==> config.mk <==
export PLATFORM = sky130hd
export DESIGN_NAME = uart_rx_fifo
export DESIGN_NICKNAME = d
export VERILOG_FILES = /design/src/rtl/uart_rx_fifo.sv
export SDC_FILE = /design/constraint.sdc
export NUM_CORES = 1
export LEC_CHECK = 0
export ABC_AREA = 0
export BUFFER_PORTS_ARGS = -buffer_cell sky130_fd_sc_hd__buf_2
export CAP_MARGIN = 20
export CORE_MARGIN = 1
export CORE_UTILIZATION = 30
export DETAILED_ROUTE_END_ITERATION = 6
export PLACE_DENSITY_LB_ADDON = 0.25
export SLEW_MARGIN = 20
export SYNTH_ARGS = -nofsm -noshare
export SYNTH_HDL_FRONTEND = slang
export SYNTH_SLANG_ARGS = --single-unit
==> constraint.sdc <==
create_clock -name clk -period 8.43 [get_ports clk]
set_input_delay 1.686 -clock clk [delete_from_list [all_inputs] [get_ports clk]]
set_output_delay 1.686 -clock clk [all_outputs]
set_load 0.02 [all_outputs]
==> src/rtl/uart_rx_fifo.sv <==
// ============================================================================
// Module   : uart_rx_fifo
// Summary  : 8N1 UART receiver with a 16-entry first-word-fall-through FIFO.
// Revision : 1.0
// ============================================================================
`default_nettype none

module uart_rx_fifo #(
   parameter int CLKS_PER_BIT = 25,
   parameter int DEPTH_LOG2   = 4
) (
   input  logic                  clk,
   input  logic                  nreset,
   input  logic                  rx,
   input  logic                  rd,
   input  logic                  clr_ovf,
   output logic [7:0]            q,
   output logic [DEPTH_LOG2:0]   count,
   output logic                  empty,
   output logic                  overflow,
   output logic                  rx_int,
   output logic                  frame_err
);

   localparam int TW    = $clog2(CLKS_PER_BIT);
   localparam int DEPTH = 1 << DEPTH_LOG2;
   localparam logic [TW-1:0]         HALF_RELOAD = TW'(CLKS_PER_BIT / 2 - 1);
   localparam logic [TW-1:0]         BIT_RELOAD  = TW'(CLKS_PER_BIT - 1);
   localparam logic [DEPTH_LOG2:0]   FULL_COUNT  = (DEPTH_LOG2 + 1)'(DEPTH);

   localparam logic [2:0] S_IDLE  = 3'd0;
   localparam logic [2:0] S_START = 3'd1;
   localparam logic [2:0] S_DATA  = 3'd2;
   localparam logic [2:0] S_STOP  = 3'd3;
   localparam logic [2:0] S_BREAK = 3'd4;

   logic [2:0]            state, state_next;
   logic                  sync1, rxs, rxs_d;
   logic [TW-1:0]         tmr;
   logic [2:0]            idx;
   logic [7:0]            shreg;
   logic                  fall, tick, push, ferr;

   logic [7:0]            mem [DEPTH];
   logic [DEPTH_LOG2-1:0] wp, rp, rp_next;
   logic                  full, do_push, do_pop;

   // Synchroniser plus one extra stage for falling-edge detection
   always_ff @(posedge clk or negedge nreset) begin
      if (!nreset) begin
         sync1 <= 1'b1;
         rxs   <= 1'b1;
         rxs_d <= 1'b1;
      end else begin
         sync1 <= rx;
         rxs   <= sync1;
         rxs_d <= rxs;
      end
   end

   always_ff @(posedge clk or negedge nreset) begin
      if (!nreset) state <= S_IDLE;
      else         state <= state_next;
   end

   always_comb begin
      state_next = state;
      case (state)
         S_IDLE:  if (fall) state_next = S_START;
         S_START: if (tick) state_next = rxs ? S_IDLE : S_DATA;
         S_DATA:  if (tick && idx == 3'd7) state_next = S_STOP;
         S_STOP:  if (tick) state_next = rxs ? S_IDLE : S_BREAK;
         S_BREAK: if (rxs) state_next = S_IDLE;
         default: state_next = S_IDLE;
      endcase
   end

   always_comb begin
      fall = rxs_d & ~rxs;
      tick = (tmr == '0);
      push = (state == S_STOP) && tick && rxs;
      ferr = (state == S_STOP) && tick && !rxs;
   end

   // Bit timer, bit index and LSB-first shift register
   always_ff @(posedge clk or negedge nreset) begin
      if (!nreset) begin
         tmr   <= '0;
         idx   <= '0;
         shreg <= '0;
      end else if (state == S_IDLE) begin
         if (fall) tmr <= HALF_RELOAD;
      end else if (!tick) begin
         tmr <= tmr - 1'b1;
      end else begin
         tmr <= BIT_RELOAD;
         if (state == S_START) idx <= '0;
         if (state == S_DATA) begin
            shreg <= {rxs, shreg[7:1]};
            idx   <= idx + 1'b1;
         end
      end
   end

   always_comb begin
      empty   = (count == '0);
      full    = (count == FULL_COUNT);
      do_pop  = rd && !empty;
      do_push = push && (!full || rd);
      rp_next = rp + 1'b1;
   end

   always_ff @(posedge clk) begin
      if (do_push) mem[wp] <= shreg;
   end

   always_ff @(posedge clk or negedge nreset) begin
      if (!nreset) begin
         wp        <= '0;
         rp        <= '0;
         count     <= '0;
         q         <= '0;
         overflow  <= 1'b0;
         rx_int    <= 1'b0;
         frame_err <= 1'b0;
      end else begin
         rx_int    <= do_push;
         frame_err <= ferr;
         if (do_push) wp <= wp + 1'b1;
         if (do_pop)  rp <= rp_next;
         case ({do_push, do_pop})
            2'b10:   count <= count + 1'b1;
            2'b01:   count <= count - 1'b1;
            default: count <= count;
         endcase
         // Head register: next entry on pop, incoming byte if it becomes the head
         if (do_pop) begin
            if (count > (DEPTH_LOG2 + 1)'(1)) q <= mem[rp_next];
            else if (do_push)                 q <= shreg;
         end else if (do_push && empty) begin
            q <= shreg;
         end
         if (push && full && !rd) overflow <= 1'b1;
         else if (clr_ovf)        overflow <= 1'b0;
      end
   end

endmodule

`default_nettype wire

; After elaboration in Yosys (flattened, before gate mapping)
; Memory sizes are Yosys's and may differ from the RTL's.
; Cells that the tools add are included.
[word_totals]
latch_bits = 0
n_memories = 1
romBits = 0
register_bits = 46
out_inout_bits = 17
in_bits = 5
mem_bits_rw = 128
[classes]
n_eq_ne = 14
magnitude_cmp = 1
shifts = 0
n_div = 0
n_bitwise = 3
n_addsub = 6
n_reduce_logical = 25
n_mux = 22
multipliers = 0
[memory_table]
columns = memory, depth, width, rd, rd_ports_with_merged_regs, write_ports, line_no
row1 = mem, 16, 8, 1, 0, 1, 44  ; logic [7:0] mem [DEPTH];
[op_table]
columns = operator, count
row1 = $mux 8, 4
row2 = $mux 3, 8
row3 = $mux 5, 3
row4 = $pmux 3 s5, 1
row5 = $logic_not 5->1, 2
row6 = $ne 2x2->1 const B, 5
row7 = $pmux 5 s2, 1
row8 = $sub 5x1->5 const B, 2
row9 = $logic_and 1x1->1, 9
row10 = $add 4x1->4 const B, 2
row11 = $reduce_bool 2->1, 4
row12 = $eq 3x2->1 const B, 2
row13 = $eq 3x3->1 const B, 2
row14 = $reduce_and 3->1, 2
row15 = $add 5x1->5 const B, 1
row16 = $eq 5x5->1 const B, 1
row17 = $gt 5x1->1 const B, 1
row18 = $reduce_and 5->1, 1
row19 = $logic_not 1->1, 4
row20 = $mux 1, 4
row21 = $add 3x1->3 const B, 1
row22 = $eq 3x1->1 const B, 1
row23 = $logic_not 3->1, 1
row24 = $ne 3x2->1 const B, 1
row25 = 7 further kinds, 8

; Depth between registers and ports, before layout
; Gate-level depths: netlist (run 1).
[logic_depth]
depth_word = 7
depth_mapped = 12

; Worst setup path after synthesis (run 1)
; OpenSTA, ideal clock, no wires.
[synth_timing]
path_kind = input to register
from = in rd
to = mem mem[1][0] (enable)
setup_time_ps = 395
t_arrival_ps = 3140
slack_ps = 4895
path_buffers = 0
stages = 4
cell_sequence = nor2b_1 -> a311oi_4 -> inv_2 -> nor4_1
[synth_between]
elab_chain_cells = 4
[synth_lines]
columns = element, line_no
row1 = start: declaration, 15  ; input logic rd,
row2 = $logic_or 1x1->1, 109  ; do_push = push && (!full || rd);
row3 = $logic_and 1x1->1, 109
row4 = named net do_push, 46  ; logic full, do_push, do_pop;
row5 = $mux 1, 114  ; if (do_push) mem[wp] <= shreg;
row6 = $mux 1 (not written as such), 114
row7 = end: declaration, 44
; The timed path passes the listed nets, and every way through them passes these cells.

; Final worst setup path (run 1)
[layout_timing]
from = reg count[0]
to = out empty
[layout_between]
elab_chain_cells = 1
[layout_lines]
columns = element, line_no
row1 = start: declaration, 18  ; output logic [DEPTH_LOG2:0] count,
row2 = start signal: assignment, 132  ; 2'b10: count <= count + 1'b1;
row3 = start signal: assignment, 133  ; 2'b01: count <= count - 1'b1;
row4 = start signal: assignment, 134  ; default: count <= count;
row5 = $logic_not 5->1, 106  ; empty = (count == '0);
row6 = end: declaration, 19  ; output logic empty,
; No other way between the ends.

==> results of run 1 <==
[per-stage QoR]
step	hold slack (ns)	util [%]	worst slack, ns	std cells	area (µm²)
3_5_place_dp	0.348	33.0	4.52	775	7810
2_1_floorplan	0.345	-	4.90	445	7310
5_1_grt	0.364	35.6	4.53	808	8430
4_1_cts	0.358	35.6	4.66	807	8420
3_3_place_gp	0.350	33.0	4.57	775	7810
6_report	0.357	35.6	4.70	808	8430
[cell families (layout without fill, tap and decap cells)]
kind of cell,count (synthesis),in the layout,share of synthesized area [%]
buffers and inverters,35,79,1.97
AOI/OAI and AO/OA,61,61,5.90
and+or+nand+nor,101,101,7.74
xor gates and xnor gates,11,11,1.32
adders and majority gates,13,13,2.22
DFF,174,174,68.4
muxes,50,50,12.5
[cell usage in the layout (no fill, tap or decap), drive strengths merged, types with 2 or more instances in the layout]
master,netlist,final
a2111oi,8,8
a21boi,9,9
a21oi,15,15
a22o,2,2
a31oi,2,2
a41oi,2,2
and2,4,4
and2b,2,2
buf,6,31
clkbuf,13,20
clkinvlp,0,2
dfrtp,43,43
dfstp,3,3
edfxtp,128,128
ha,13,13
inv,16,24
mux2,9,9
mux2i,9,9
mux4,32,32
nand2,17,17
nand2b,3,3
nand3,3,3
nand3b,3,3
nand4,4,4
nand4b,2,2
nor2,17,17
nor2b,16,16
nor3,8,8
nor4,7,7
o21ai,14,14
o31ai,2,2
or2,8,8
or4b,2,2
xnor2,7,7
xor2,4,4
[how the worst min path moves through the flow]
stage	start	endpoint	slack, ns	cells after the start
floorplan	sync1$_DFF_PN1_	rxs$_DFF_PN1_	0.35	0
global placement	sync1$_DFF_PN1_	rxs$_DFF_PN1_	0.35	0
detailed placement	sync1$_DFF_PN1_	rxs$_DFF_PN1_	0.35	0
CTS	sync1$_DFF_PN1_	rxs$_DFF_PN1_	0.36	0
global route	sync1$_DFF_PN1_	rxs$_DFF_PN1_	0.36	0
finish	sync1$_DFF_PN1_	rxs$_DFF_PN1_	0.36	0
[flip-flops by register name, indices dropped and copies added, names as in the netlist, 3 cells and up]
| register | cells |
|---|---|
| rp | 4 |
| state | 3 |
| count | 5 |
| mem | 128 |
| q | 8 |
| tmr | 5 |
| shreg | 8 |
| wp | 4 |
| idx | 3 |
[area by class of cell]
type / count / area (µm²) / share of cell area, %
inverters: 16 / 60.1 / 0.712
well taps: 319 / 399 / 4.73
clock buffers: 20 / 479 / 5.68
flip-flops and latches: 174 / 5000 / 59.3
multi-input cells: 236 / 2180 / 25.8
repair buffers: 31 / 180 / 2.14
clock inverters: 12 / 136 / 1.62
[where the power goes]
part	leakage, nW	internal (mW)	switching (mW)
combinational	0.928	0.310	0.414
clock	0.296	0.455	0.351
sequential	1.82	0.976	0.0907
total	3.04	1.74	0.855
[routing by layer]
layer | GRT usage (%) | share of wire (%) | vias up
met1 | 18.2 | 47 | 2029
met3 | 3.53 | 3.2 | 13
met2 | 22.0 | 49 | 80
li1 | - | - | 1791
met5 | 0 | 0 | -
met4 | 4.62 | 0.99 | 0
[critical path, delay by kind of cell, from the launching register on]
family | cells | cell delay [ns]
AND/OR/NAND/NOR | 1 | 0.48
buffers and inverters | 3 | 0.42
flip-flops | 1 | 0.47
adder cells (fa/ha/maj) | 1 | 0.25
==> metrics.log, run 1 <==
[metrics] RD Place Congestion: just under 0.8
[metrics] total detailed-routing wirelength: roughly 16,000 µm
[metrics] setup repair after global routing missed its margin: no
[metrics] max_slew headroom: roughly a quarter
[metrics] RR Startpoint: tmr[0]$_DFFE_PN0N_
[metrics] largest area contributor in the netlist: sky130_fd_sc_hd__edfxtp_1
[metrics] final worst clock skew: around 0.01 ns
[metrics] Die Wd: between 150 and 200 µm
[metrics] Synth top cells by count: sky130_fd_sc_hd__edfxtp_1, sky130_fd_sc_hd__dfrtp_1, sky130_fd_sc_hd__mux4_2, sky130_fd_sc_hd__nand2_1
[metrics] core outline area: about 24,000 µm²
[metrics] most common cell in the synthesized netlist: sky130_fd_sc_hd__edfxtp_1
[metrics] prevailing post-synth register cell: sky130_fd_sc_hd__edfxtp_1
[metrics] Area Growth Syn to Fin: 15.3%
[metrics] CTS clk-pin slew, worst paths: ~0.07 ns
[metrics] total routing resource utilization after global routing: around 14%
[metrics] leakage power total: around 3.0 nW
[metrics] last element of the critical path: empty
[metrics] IR Drop Worst-Case VDD: around 210 µV
[metrics] total design power: around 2.6 mW
[metrics] largest net degree at the start of global routing: 47
[metrics] sequential element share of the synthesized area: between 60 and 70%
[metrics] first-pass iteration count of the detailed router: 4
[metrics] cell-by-cell listing of the critical path: inv_1 > ha_1 > or4b_1 > inv_1 > buf_2
[metrics] Post-Synthesis Cell Area: approximately 7300 µm²
[metrics] Tightest Pin Transition: about 1.1 ns
[metrics] total congestion overflow: 0
[metrics] Yosys cell types: 53
[metrics] DRC violation count after routing: 0
[metrics] CTS root buffer: sky130_fd_sc_hd__clkbuf_16
[metrics] data required time of the worst path: 6.74 ns
[metrics] Slew Limit Fails: 0
[metrics] Total Neg Setup Slack: 0 ns
[metrics] remaining antenna violation count: 0
[metrics] Worst Setup End Kind: output port
[metrics] post-CTS setup repair buffer count: 0
[metrics] master of the slowest instance on the critical path: sky130_fd_sc_hd__or4b_1
[metrics] cell row count: 56
[metrics] Setup crit start: count[0]$_DFFE_PN0P_
[metrics] maximum capacitance violations: 0
[metrics] highest net fanout along the worst path: 8
[metrics] Hold Violations, Final: 0
[metrics] drt wl/cell: roughly 19 µm
[metrics] total I/O pin count: 22
[metrics] destination of the worst register-to-register timing path: mem[7][6]$_DFFE_PP_
[metrics] antenna cells: 0
[metrics] global-route wire length before repair: 24,400 µm
[metrics] input/output buffers: 21
[metrics] highest clock rate: about 270 MHz
[metrics] YS warnings: 0
[metrics] outcome: finished, final reports clean
[metrics] power per cell area: between 300 and 400 nW/µm²
[metrics] sinks on the clock net: 174
[metrics] count of state elements after synthesis: 174
[metrics] TritonCTS clock tree: built
[metrics] number of H-tree levels: 4
[metrics] starting density of the core: between 30% and 40%
[metrics] hold buffer count at cts: 0
[metrics] async set-or-reset flop fraction in the synthesized netlist: between 20% and 30%
[metrics] filler instances: 2,292
[metrics] net count of the finished layout: a little under 500
[metrics] number of synthesized flops with an enable pin: roughly 130
[metrics] critical path arrival: around 2 ns
[metrics] final clock period utilization by the worst path: about 44%
[metrics] maximum buffer depth of the clock tree: 2
[metrics] number of global-route vias before repair: 4,098
[metrics] worst min path class: reg2reg
[metrics] source-to-sink clock delay at the later pin of the worst-skew pair: ~0.43 ns
[metrics] HPWL reported at the end of detailed placement: approximately 10,000 µm
[metrics] portion of synthesized cell area occupied by the leading cell type: between 50% and 60%
[metrics] Die Outline Area: around 25,000 µm²
[metrics] max incr delay on CP: approximately 0.48 ns
[metrics] shortest clock period the worst path allows after layout: 3.73 ns
[metrics] cell seen most often among critical-path stages: sky130_fd_sc_hd__inv_1
[metrics] Post-Synthesis Mean Instance Area: between 15 and 20 µm²
[metrics] drt via density: 4.84
[metrics] number of buffers created by CTS: 17
[metrics] vertical die dimension: roughly 160 µm
[metrics] Area contributors post-synth: sky130_fd_sc_hd__edfxtp_1, sky130_fd_sc_hd__dfrtp_1, sky130_fd_sc_hd__mux4_2, sky130_fd_sc_hd__ha_1, sky130_fd_sc_hd__mux2_2
[metrics] Finish-stage setup viols: 0
[metrics] launching element type of the critical path: flop
[metrics] total nets after synthesis: roughly 460
[metrics] violation count after the first detailed-routing iteration: 279
[metrics] register-to-register setup slack: roughly 5 ns
[metrics] depth of the most critical reg-to-reg path: 6
[metrics] fraction of layout cells with a size suffix above 1: 24.9%
[metrics] via count: just under 4,000
[metrics] total of cells resized after clock tree synthesis: 0
[metrics] antenna violations before repair: 0
[metrics] class of the most critical setup path: reg2out
[metrics] Post-Synthesis Cells: approximately 450
(Power assumes the default switching activity.)
==> inputs of run 2 (changes only) <==
- clock period: 8.43 -> 3.4 ns (I/O delays scaled with it)
==> run 2 against run 1 <==
  * Utilization is 0.21 points higher
  * Sequential power grew to 2.5 times the previous value
  * Design area increased by 0.59%
  * Count of clock-buffer cells in the layout shrank 2
==> metrics.log, run 2 (synthesis gave the netlist of run 1 again) <==
[metrics] depth of the most critical reg-to-reg path: 10
[metrics] first-pass iteration count of the detailed router: 6
[metrics] drt via density: approximately 4.8
[metrics] tightest hold margin: around 0.29 ns
[metrics] total routing resource utilization after global routing: roughly 14%
[metrics] max incr delay on CP: around 0.48 ns
[metrics] met2 usage: about a fifth
[metrics] Hold Violations, Final: 0
[metrics] cell row count: between 50 and 60
[metrics] class of the most critical setup path: reg2reg
[metrics] CTS root buffer: sky130_fd_sc_hd__clkbuf_16
[metrics] max_slew headroom: about two fifths
[metrics] Top delay family on crit path: simple AND/OR/NAND/NOR gates
[metrics] total design power: 6.42 mW
[metrics] highest net fanout along the worst path: 8
[metrics] global-route wire length before repair: 24,600 µm
[metrics] antenna cells: 0
[metrics] register-to-register setup slack: about 0.6 ns
[metrics] non-filler cells in the finished layout: between 800 and 900
[metrics] Critical path buffers and inverters: 2
[metrics] hold buffer count at cts: 0
[metrics] final worst clock skew: about 0.0081 ns
[metrics] launching element type of the critical path: flop
[metrics] TritonCTS clock tree: built
[metrics] violation count after the first detailed-routing iteration: 324
[metrics] total congestion overflow: 0
[metrics] total of cells resized after clock tree synthesis: 0
[metrics] critical path arrival: between 3 and 4 ns
[metrics] antenna violations before repair: 0
[metrics] utilization after layout: a little over a third
[metrics] cell-by-cell listing of the critical path: inv_1 > ha_1 > or4b_1 > inv_1 > nor2_1 > ha_1 > nand3_1 > o21ai_4 > mux2i_1 > a21oi_1
[metrics] most used cells in the layout excluding fill and tap cells: sky130_fd_sc_hd__edfxtp_1, sky130_fd_sc_hd__dfrtp_1, sky130_fd_sc_hd__mux4_2
[metrics] Worst Setup End Kind: flop
[metrics] data required time of the worst path: ~3.7 ns
[metrics] core outline area: about 24,000 µm²
[metrics] most common library cell in the layout ignoring fill and taps: sky130_fd_sc_hd__edfxtp_1
[metrics] setup repair after global routing missed its margin: no
[metrics] remaining antenna violation count: 0
[metrics] destination of the worst register-to-register timing path: q[0]$_DFFE_PN0P_
[metrics] sinks on the clock net: 174
[metrics] via count: between 3,000 and 4,000
[metrics] largest net degree at the start of global routing: 28
[metrics] final clock period utilization by the worst path: between 80% and 90%
[metrics] RD Place Congestion: roughly 0.74
[metrics] Die Wd: 158 µm
[metrics] fraction of layout cells with a size suffix above 1: between 20% and 30%
[metrics] Tightest Pin Transition: 0.919 ns
[metrics] highest clock rate: 357 MHz
[metrics] CTS clk-pin slew, worst paths: approximately 0.070 ns
[metrics] starting density of the core: 30.9%
[metrics] number of H-tree levels: 4
[metrics] net count of the finished layout: roughly 500
[metrics] worst min path class: in2async
[metrics] Die Outline Area: roughly 25,000 µm²
[metrics] DRC violation count after routing: 0
[metrics] most heavily used metal layer in global routing: met2
[metrics] input/output buffers: 21
[metrics] Slew Limit Fails: 0
[metrics] max FFs per register: 128
[metrics] total detailed-routing wirelength: about 16,000 µm
[metrics] maximum buffer depth of the clock tree: 2
[metrics] DP Cell Count: ~790
[metrics] total I/O pin count: 22
[metrics] shortest clock period the worst path allows after layout: 2.80 ns
[metrics] RR Startpoint: count[0]$_DFFE_PN0P_
[metrics] met3 GRT Util: 3.01%
[metrics] Area Growth Syn to Fin: 16.0%
[metrics] Finish-stage setup viols: 0
[metrics] Total Neg Setup Slack: 0 ns
[metrics] maximum capacitance violations: 0
[metrics] outcome: finished, final reports clean
[metrics] source-to-sink clock delay at the later pin of the worst-skew pair: between 0.4 and 0.5 ns
[metrics] Top reg by flops: mem
[metrics] post-CTS setup repair buffer count: 0
[metrics] biggest regs: mem x128, q x8, shreg x8
[metrics] power per cell area: around 760 nW/µm²
[metrics] IR Drop Worst-Case VDD: 351 µV
[metrics] vertical die dimension: 158 µm
[metrics] number of global-route vias before repair: approximately 4,100
[metrics] drt wl/cell: between 15 and 20 µm
[metrics] Global Route met1 Usage: between 10% and 20%
[metrics] master of the slowest instance on the critical path: sky130_fd_sc_hd__dfrtp_1
[metrics] number of buffers created by CTS: 17
[metrics] leakage power total: roughly 3.1 nW
[metrics] HPWL reported at the end of detailed placement: 10,600 µm
-- run 2: cell types whose count changed in the layout (fill, tap and decap cells not counted) --
| cell | delta |
|---|---|
| sky130_fd_sc_hd__ha_1 | +1 |
| sky130_fd_sc_hd__inv_6 | -2 |
| sky130_fd_sc_hd__clkinvlp_4 | +2 |
| sky130_fd_sc_hd__clkinv_8 | -1 |
| sky130_fd_sc_hd__ha_2 | -1 |
| sky130_fd_sc_hd__inv_8 | +2 |
| sky130_fd_sc_hd__buf_4 | +12 |
| sky130_fd_sc_hd__clkbuf_16 | -2 |
| sky130_fd_sc_hd__clkinv_4 | +1 |
-- run 2: layer usage --
layer  vias to the layer above  share of wire (%)
met5                         -                  0
met4                         0                1.7
met3                        18                3.7
met2                        69                 46
met1                      2044                 48
li1                       1819                  -
-- run 2: final cells by class --
| type | count | area (µm²) |
|---|---|---|
| clock buffers | 18 | 429 |
| clock inverters | 14 | 149 |
| fillers | 2309 | 15200 |
| inverters | 16 | 60.1 |
| multi-input cells | 236 | 2170 |
| flip-flops and latches | 174 | 5000 |
| well taps | 319 | 399 |
| repair buffers | 43 | 270 |
-- run 2: how the worst max path moves through the flow --
stage                     slack (ns)  cells after the start                 start                  end
after global routing            0.33                     10  count[0]$_DFFE_PN0P_     q[4]$_DFFE_PN0P_
after global placement          0.64                      8    tmr[0]$_DFFE_PN0N_  mem[5][6]$_DFFE_PP_
after detailed placement        0.57                     10  count[0]$_DFFE_PN0P_     q[0]$_DFFE_PN0P_
final                           0.60                     10  count[0]$_DFFE_PN0P_     q[0]$_DFFE_PN0P_
after CTS                       0.55                     10  count[0]$_DFFE_PN0P_     q[0]$_DFFE_PN0P_
after floorplan                 0.42                      7    tmr[0]$_DFFE_PN0N_  mem[1][0]$_DFFE_PP_
-- run 2: worst reg2reg max path: stages, from the launching register on --
cell and delay, ns:
sky130_fd_sc_hd__dfrtp_1 0.48, sky130_fd_sc_hd__inv_1 0.11, sky130_fd_sc_hd__ha_1 0.26, sky130_fd_sc_hd__or4b_1 0.20, sky130_fd_sc_hd__inv_1 0.07, sky130_fd_sc_hd__nor2_1 0.46, sky130_fd_sc_hd__ha_1 0.39, sky130_fd_sc_hd__nand3_1 0.16
sky130_fd_sc_hd__o21ai_4 0.22, sky130_fd_sc_hd__mux2i_1 0.27, sky130_fd_sc_hd__a21oi_1 0.06
-- run 2: where the power goes --
part	internal [mW]	switching [mW]
registers	2.42	0.257
clock network	1.04	0.873
logic	0.808	1.03
total	4.26	2.16
-- run 2: metrics by stage --
| step | setup slack (ns) | area [µm²] |
|---|---|---|
| floorplan | 0.416 | 7310 |
| global route | 0.330 | 8480 |
| CTS | 0.550 | 8480 |
| detailed placement | 0.566 | 7900 |
| global placement | 0.641 | 7900 |
| finish | 0.595 | 8480 |
